### src/rtl/uart_pkg.sv
// Shared definitions for the UART transmit/receive blocks: parity encodings,
// FSM state type and the bit-time divisor calculation.
package uart_pkg;

  localparam int PAR_NONE = 0;
  localparam int PAR_ODD  = 1;
  localparam int PAR_EVEN = 2;

  typedef enum logic [2:0] {
    ST_IDLE,
    ST_START,
    ST_DATA,
    ST_PARITY,
    ST_STOP
  } tx_state_t;

  // Nearest-integer divisor so the bit time error stays under half a clock.
  function automatic int clks_per_bit(input int clk_freq, input int baud);
    return (clk_freq + baud / 2) / baud;
  endfunction

endpackage

### src/rtl/uart_tx_fifo.sv
// Synchronous-reset FIFO with occupancy count; shared by the UART TX and RX paths.
// Pushes when full and pops when empty are ignored.
module uart_tx_fifo #(
  parameter int WIDTH = 8,
  parameter int DEPTH = 16
) (
  input  logic                       clk,
  input  logic                       rstn,
  input  logic                       push,
  input  logic [WIDTH-1:0]           push_data,
  input  logic                       pop,
  output logic [WIDTH-1:0]           pop_data,
  output logic                       full,
  output logic                       empty,
  output logic [$clog2(DEPTH):0]     level
);

  localparam int AW = $clog2(DEPTH);
  localparam int LW = AW + 1;
  localparam logic [LW-1:0] FULL_LVL = LW'(DEPTH);

  logic [WIDTH-1:0] mem [DEPTH];
  logic [AW-1:0]    wr_ptr, rd_ptr;
  logic             do_push, do_pop;

  assign do_push  = push && !full;
  assign do_pop   = pop && !empty;
  assign full     = (level == FULL_LVL);
  assign empty    = (level == '0);
  assign pop_data = mem[rd_ptr];

  // Pointers are exactly AW bits wide, so wrap modulo DEPTH is free.
  always_ff @(posedge clk) begin
    if (!rstn) begin
      wr_ptr <= '0;
      rd_ptr <= '0;
      level  <= '0;
    end else begin
      if (do_push) wr_ptr <= wr_ptr + 1'b1;
      if (do_pop)  rd_ptr <= rd_ptr + 1'b1;
      case ({do_push, do_pop})
        2'b10:   level <= level + 1'b1;
        2'b01:   level <= level - 1'b1;
        default: level <= level;
      endcase
    end
  end

  always_ff @(posedge clk) begin
    if (do_push) mem[wr_ptr] <= push_data;
  end

endmodule

### src/rtl/uart_tx_stream.sv
// Parametrised UART transmitter fed by a valid/ready queue; frames are sent
// back-to-back while tx_en is high and the queue holds data.
module uart_tx_stream
  import uart_pkg::*;
#(
  parameter int CLK_FREQ   = 100000000,
  parameter int BAUD       = 115200,
  parameter int DATA_BITS  = 8,
  parameter int PARITY     = 0,
  parameter int STOP_BITS  = 1,
  parameter int FIFO_DEPTH = 16
) (
  input  logic                          clk,
  input  logic                          rstn,
  input  logic [DATA_BITS-1:0]          s_data,
  input  logic                          s_valid,
  output logic                          s_ready,
  input  logic                          tx_en,
  output logic                          tx,
  output logic                          busy,
  output logic [$clog2(FIFO_DEPTH):0]   fifo_level
);

  localparam int CPB = clks_per_bit(CLK_FREQ, BAUD);
  localparam int CW  = $clog2(CPB + 1);
  localparam int BW  = $clog2(DATA_BITS + 1);

  localparam logic [CW-1:0] CNT_LAST  = CW'(CPB - 1);
  localparam logic [BW-1:0] DATA_LAST = BW'(DATA_BITS - 1);
  localparam logic [BW-1:0] STOP_LAST = BW'(STOP_BITS - 1);

  if (DATA_BITS < 5 || DATA_BITS > 9 ||
      PARITY < PAR_NONE || PARITY > PAR_EVEN ||
      STOP_BITS < 1 || STOP_BITS > 2 ||
      FIFO_DEPTH < 2 || (FIFO_DEPTH & (FIFO_DEPTH - 1)) != 0 ||
      BAUD <= 0 || CPB < 1) begin : g_bad_param
    $error("uart_tx_stream: illegal parameter combination");
  end

  tx_state_t            state, state_n;
  logic [CW-1:0]        cnt, cnt_n;
  logic [BW-1:0]        idx, idx_n;
  logic [DATA_BITS-1:0] shreg, shreg_n;
  logic                 par, par_n;
  logic                 tx_n;
  logic                 pop;
  logic [DATA_BITS-1:0] head;
  logic                 full, empty;
  logic                 bit_end, can_start;

  uart_tx_fifo #(
    .WIDTH (DATA_BITS),
    .DEPTH (FIFO_DEPTH)
  ) u_fifo (
    .clk       (clk),
    .rstn      (rstn),
    .push      (s_valid),
    .push_data (s_data),
    .pop       (pop),
    .pop_data  (head),
    .full      (full),
    .empty     (empty),
    .level     (fifo_level)
  );

  assign s_ready   = !full;
  assign busy      = (state != ST_IDLE) || (fifo_level != '0);
  assign bit_end   = (cnt == CNT_LAST);
  assign can_start = !empty && tx_en;

  always_ff @(posedge clk) begin
    if (!rstn) begin
      state <= ST_IDLE;
      cnt   <= '0;
      idx   <= '0;
      shreg <= '0;
      par   <= 1'b0;
      tx    <= 1'b1;
    end else begin
      state <= state_n;
      cnt   <= cnt_n;
      idx   <= idx_n;
      shreg <= shreg_n;
      par   <= par_n;
      tx    <= tx_n;
    end
  end

  always_comb begin
    state_n = state;
    cnt_n   = cnt + 1'b1;
    idx_n   = idx;
    shreg_n = shreg;
    par_n   = par;
    pop     = 1'b0;
    tx_n    = 1'b1;

    case (state)
      ST_IDLE: begin
        cnt_n = '0;
        idx_n = '0;
        if (can_start) begin
          pop     = 1'b1;
          state_n = ST_START;
        end
      end
      ST_START: begin
        if (bit_end) begin
          cnt_n   = '0;
          idx_n   = '0;
          state_n = ST_DATA;
        end
      end
      ST_DATA: begin
        if (bit_end) begin
          cnt_n   = '0;
          shreg_n = shreg >> 1;
          idx_n   = idx + 1'b1;
          if (idx == DATA_LAST) begin
            idx_n   = '0;
            state_n = (PARITY != PAR_NONE) ? ST_PARITY : ST_STOP;
          end
        end
      end
      ST_PARITY: begin
        if (bit_end) begin
          cnt_n   = '0;
          idx_n   = '0;
          state_n = ST_STOP;
        end
      end
      ST_STOP: begin
        if (bit_end) begin
          cnt_n = '0;
          idx_n = idx + 1'b1;
          if (idx == STOP_LAST) begin
            idx_n = '0;
            // Chain straight into the next start bit when more data waits.
            if (can_start) begin
              pop     = 1'b1;
              state_n = ST_START;
            end else begin
              state_n = ST_IDLE;
            end
          end
        end
      end
      default: begin
        cnt_n   = '0;
        idx_n   = '0;
        state_n = ST_IDLE;
      end
    endcase

    if (pop) begin
      shreg_n = head;
      par_n   = (PARITY == PAR_ODD) ? ~^head : ^head;
    end

    // Line level is a function of where the FSM lands, so tx is registered
    // and changes on the same edge as the state.
    case (state_n)
      ST_START:  tx_n = 1'b0;
      ST_DATA:   tx_n = shreg_n[0];
      ST_PARITY: tx_n = par_n;
      default:   tx_n = 1'b1;
    endcase
  end

endmodule

### config.mk
export PLATFORM = sky130hd
export DESIGN_NAME = uart_tx_stream
export DESIGN_NICKNAME = d
export VERILOG_FILES = /design/src/rtl/uart_pkg.sv /design/src/rtl/uart_tx_fifo.sv /design/src/rtl/uart_tx_stream.sv
export SDC_FILE = /design/constraint.sdc
export NUM_CORES = 1
export LEC_CHECK = 0
export BUFFER_PORTS_ARGS = -buffer_cell sky130_fd_sc_hd__buf_2
export CORE_UTILIZATION = 36
export CTS_BUF_LIST = sky130_fd_sc_hd__clkbuf_8 sky130_fd_sc_hd__clkbuf_16
export DETAILED_ROUTE_END_ITERATION = 10
export GPL_ROUTABILITY_DRIVEN = 0
export PLACE_DENSITY = 0.53
export SETUP_SLACK_MARGIN = 0.3
export SLEW_MARGIN = 25
export SYNTH_ARGS = -nofsm -noshare
export SYNTH_HDL_FRONTEND = slang
export SYNTH_SLANG_ARGS = --single-unit
### constraint.sdc
create_clock -name clk -period 3.9 [get_ports clk]
set_clock_uncertainty 0.1 [all_clocks]
set_input_delay 0.195 -clock clk [delete_from_list [all_inputs] [get_ports clk]]
set_output_delay 0.195 -clock clk [all_outputs]
set_load 0.1 [all_outputs]
# == After elaboration in Yosys (flattened, before gate mapping) ==
# Memory sizes are Yosys's and may differ from the RTL's. A register that Yosys moved wholly into a read port is not among the register bits.
# Cells that the tools add are included.
# op_classes
add_sub_neg,6
eq_ne,15
mux,29
n_bitwise,2
n_reduce_logical,20
# op_table
operator,n
2-to-1 mux 4 bit,7
2-to-1 mux 8 bit,3
2-to-1 mux 3 bit,7
case mux 3 bit (5 select lines),1
"adder 4 x 1 -> 4 bit, second input constant",3
"== test 3 x 2 -> 1 bit, second input constant",4
case mux 4 bit (3 select lines),1
"adder 10 x 1 -> 10 bit, second input constant",1
"== test 10 bit, second input constant",1
case mux 5 bit (2 select lines),1
XOR reduction 8 bit,1
2-to-1 mux 1 bit,7
"== test 3 x 1 -> 1 bit, second input constant",2
nonzero test 2 bit,3
"adder 5 x 1 -> 5 bit, second input constant",1
"== test 5 bit, second input constant",1
logical NOT 5 bit,1
nonzero test 5 bit,1
"subtractor 5 x 1 -> 5 bit, second input constant",1
"== test 4 x 3 -> 1 bit, second input constant",1
logical NOT 4 bit,1
"!= test 2 bit, second input constant",2
OR reduction 4 bit,1
"== test 3 bit, second input constant",1
15 further kinds,19
# word_totals
ff_bits,40
ram_bits,128
inputBits,12
output_inout_bits,8
elab_cells,83
n_memories,1
# memory_table
memory,depth,width,read_ports,rd_ports_with_merged_regs,write_ports,line,text
u_fifo.mem,16,8,1,1,1,uart_tx_fifo.sv:22,logic [WIDTH-1:0] mem [DEPTH];

# == Logic depth before layout (Yosys ltp) ==
# depth
ltp_word,10
ltp_mapped,17
depth_no_buf,14

# == Modules after synthesis ==
# A second synthesis with hierarchy kept.
# hier_totals
hier_cells,474
area_unflattened_um2,7407.1
# modules_own_cells
mod,instances,cells_each,area_each_um2,seq_area_each_um2
uart_tx_fifo,1,307,5967.0,4184.0
uart_tx_stream,1,167,1440.1,540.5

# == Worst setup path after synthesis ==
# OpenSTA, ideal clock, no wires.
# synth_timing
kind,register -> register
start,register u_fifo.level[4]
end,register u_fifo.level[4]
setup_time_ns,0.115
t_arrival_ns,3.984
t_required_ns,3.685
path_slack_ns,-0.299
stages_incl_launch_ff,13
path_buffers,1
synth_period_minus_slack_ns,4.199
cell_sequence,dfxtp_1 -> nand3b_1 -> and2_1 -> inv_1 -> ha_1 -> clkbuf_1 -> xor2_1 -> ha_1 -> and4b_1 -> a21oi_1 -> a31oi_1 -> xor2_1 -> and2_1
# synth_between
word_cells_on_any_way,17
cone_classes,add/sub: 2; eq/ne: 3; mux: 5; reduce/logical: 7
# synth_rtl
element,line,text
start: declaration,uart_tx_fifo.sv:15,output logic [$clog2(DEPTH):0] level
start signal: assignment,uart_tx_fifo.sv:42,2'b10: level <= level + 1'b1;
start signal: assignment,uart_tx_fifo.sv:43,2'b01: level <= level - 1'b1;
start signal: assignment,uart_tx_fifo.sv:44,default: level <= level;
== test 5 bit *,uart_tx_fifo.sv:28,assign full = (level == FULL_LVL);
logical NOT 1 bit *,-,
via s_ready,uart_tx_stream.sv:17,"output logic s_ready,"
logical AND 1 bit *,uart_tx_fifo.sv:26,assign do_push = push && !full;
== test 2 x 1 -> 1 bit / == test 2 bit (equally long branches),uart_tx_fifo.sv:41,"case ({do_push, do_pop})"
case mux 5 bit (2 select lines) / nonzero test 2 bit (equally long branches),-,
# The timed path passes the listed nets; every way through them passes the cells marked *.
# A chain may end at the register's enable or synchronous reset.

# == Final worst setup path ==
# layout_timing
start,register cnt[0]
end,register u_fifo.level[2]
# layout_between
elab_chain_cells,6
word_cells_on_any_way,8
cone_classes,eq/ne: 3; mux: 3; reduce/logical: 2
# layout_lines
element,line,text
start: declaration,uart_tx_stream.sv:41,"logic [CW-1:0] cnt, cnt_n;"
start signal: assignment,uart_tx_stream.sv:81,cnt <= cnt_n;
== test 10 bit *,uart_tx_stream.sv:68,assign bit_end = (cnt == CNT_LAST);
2-to-1 mux 1 bit *,uart_tx_stream.sv:133,if (bit_end) begin
case mux 1 bit (2 select lines) *,uart_tx_stream.sv:98,case (state)
logical AND 1 bit *,uart_tx_fifo.sv:27,assign do_pop = pop && !empty;
== test 2 x 1 -> 1 bit / == test 2 bit (equally long branches),uart_tx_fifo.sv:41,
case mux 5 bit (2 select lines) / nonzero test 2 bit (equally long branches),-,
# Every way passes the cells marked *; elsewhere a longest branch is shown, timed or not.

==> run metrics <==
run status finished clean; Initial Util 37.3%; Final min period 3.23 ns; vias in the first global route 4267; Clock Sinks 172; CP most frequent cell ha_1; Post-CTS Setup Inserts 0; compound-gate portion of the synthesized area 8.59%; fmax 0.310 GHz; die width 145 um; largest net degree at the start of global routing 37; Worst-path clk slew 0.07 ns; Yosys reg bits 172; Synth Area in XOR/XNOR 2.26%; sequential fraction of design power 42.1%; Synth Area in Adders 1.70%; CP Launch Type register; setup TNS 0 ns; CP max stage cell ha_1; share of cells above drive strength 1 15.9%; Worst-Margin Slew 0.962 ns; DP HPWL 10.4 mm; synth warn 0; router iterations before antenna repair 5; area of the multi-input gates 2440 um^2; crit path DAT 3.48 ns; pwr/cell area 620 nW/um^2; dpl ws 0.668 ns; Seq. cell area 4730 um^2; remaining antenna violation count 0; Reg2Reg Depth 13; leading area contributor after synthesis edfxtp_1; Gate Count Post-Synth 514; total nets after synthesis 536; final hold violations 0; commonest non-fill, non-tap cell in the layout edfxtp_1; peak supply drop 0.322 mV; Fill cells 1830; Max-Cap Viols 0; most frequent cells in the layout edfxtp_1 (128), mux2i_1 (39), dfxtp_1 (38); final worst setup slack 0.671 ns; Yosys top cell area share 52.1%; unique cell type count in the Yosys netlist 56; largest family of logic cells by synthesized area multiplexers; core area 19800 um^2; Largest stage delay, worst path 0.38 ns; Cell Rows 51; Top delay family on crit path simple AND/OR/NAND/NOR gates; clock buffer depth 2; H-tree Lvls 4; combinational share of power 23.7%; CP Max Fanout 11; register area share after synthesis 64.1%; Area Growth Syn to Fin 13.8%; Leak 2.87 nW; Worst Path Buf+Inv 2; # port buffers 19; WP depth 13; clk root buf clkbuf_16; clock latency on the worst-skew pair 0.43 ns; sw frac 32.3%; initial antenna violation count 0; Int Pwr 3.52 mW; Boundary Pins 20; kind of critical path register to register; Clock power frac 34.2%; Post-Syn Area per Cell 14.3 um^2; TritonCTS clock tree yes; Nets 564; vias 4289; worst rel slew slack 35.6%; critical path cell sequence ha_1 -> nor3b_1 -> a41oi_1 -> or2_1 -> inv_1 -> ha_1 -> xor2_1 -> ha_1 -> inv_1 -> o31ai_1 -> xnor2_1 -> or3_1 -> a21boi_0; initial DRC count 322; Wirelength per Cell 18.8 um; CTS Buf Count 17; CTS hold repair buffers 0; main flop type after synthesis edfxtp_1; Post-synth ARST share 0%; EDFF count, synth 128; Psw 1.68 mW; Crit. End Element register; GR Util All Layers 15.4%; post_cts resized 0; grt total ovfl 0; DIE AREA 21100 um^2; Die Height 145 um; HP Class primary input to register; WL final 15.4 mm; Final Slew Violations 0; Remaining DRCs 0; RSZ-0062 raised after global routing false; global-route wire length before repair 24.3 mm; # setup viols final 0; period utilization 82.8%; post-synthesis mux area share 10.7%; Required @ worst endpoint 4.15 ns; antenna fix cells 0; synth top area cells edfxtp_1 (52%), dfxtp_1 (12%), mux2i_1 (5.3%), mux4_1 (3.9%), ha_1 (1.7%); post-synthesis simple-gate area fraction 9.76%; mapped cell area 7370 um^2; vias per cell 5.23; Hold Crit Depth 1; R2R Setup Slk 0.67 ns
-- cell usage after synthesis, drive strengths merged (4+ instances only) --
library cell,instances
nor2,26
dfxtp,44
a211oi,5
a31oi,5
o211ai,4
and2,14
xnor2,10
nand2,23
o21ai,19
nor2b,8
nand3,12
mux2i,39
ha,10
a21boi,4
clkbuf,15
nand4,5
and3,11
edfxtp,128
nand2b,4
buf,10
or3,4
a21oi,9
a22oi,5
or2,4
mux4,16
inv,13
nor3,10
a221oi,18
xor2,9
-- sequential cells by signal, indices dropped and copies added (netlist names), 3 cells and up, named ones only --
register and count:
idx 4, shreg 8, cnt 10, u_fifo.rd_ptr 4
u_fifo.level 5, u_fifo.mem 128, u_fifo.wr_ptr 4, state 3
-- layout make-up --
type,count,area share [%]
clock buffers,17,5.07
clock inverters,15,2.27
inverters,13,0.581
multi-input cells,304,29.1
flip-flops and latches,172,56.4
well taps,265,3.95
repair buffers,34,2.62
-- power by group through the flow --
stage / logic (mW) / registers (mW) / clock network, mW
after floorplan: 0.863 / 2.33 / 0
after global placement: 1.23 / 2.23 / 0
after detailed placement: 1.23 / 2.23 / 0
after CTS: 1.24 / 2.19 / 1.81
after global routing: 1.33 / 2.21 / 1.89
final: 1.23 / 2.19 / 1.78
-- cell families after synthesis --
group | count (synthesis)
xor+xnor | 19
fa+ha+maj | 10
compound gates | 86
flops | 172
buf+inv | 38
mux | 55
simple gates | 134
-- per-stage QoR --
step	total power, mW	hold slack [ns]	std cells	cell area (um^2)	util [%]
after floorplan	3.19	0.194	514	7390	-
after global placement	3.45	0.343	788	7770	39.3
after detailed placement	3.47	0.358	788	7770	39.3
after CTS	5.24	0.0413	820	8390	42.4
after global routing	5.43	0.0444	820	8390	42.4
final	5.20	0.0552	820	8390	42.4
-- layer usage --
| layer | part of all wire [%] | global-route usage, % | vias to the layer above | wire length, um |
|---|---|---|---|---|
| met4 | 1.2 | 4.68 | 0 | 178 |
| met3 | 4.2 | 4.09 | 14 | 641 |
| met2 | 47 | 24.4 | 84 | 7240 |
| met1 | 48 | 20.5 | 2144 | 7350 |
| met5 | 0 | 0 | - | 0 |
| li1 | - | - | 2047 | - |
-- worst paths after layout --
path,from,endpoint
setup / recovery,cnt[0],u_fifo.level[2]
hold / removal,s_data[4],u_fifo.mem[14][4]
setup reg to reg,cnt[0],u_fifo.level[2]
hold reg to reg,cnt[0],cnt[0]
No activity file was read; power rests on OpenSTA's default activity.
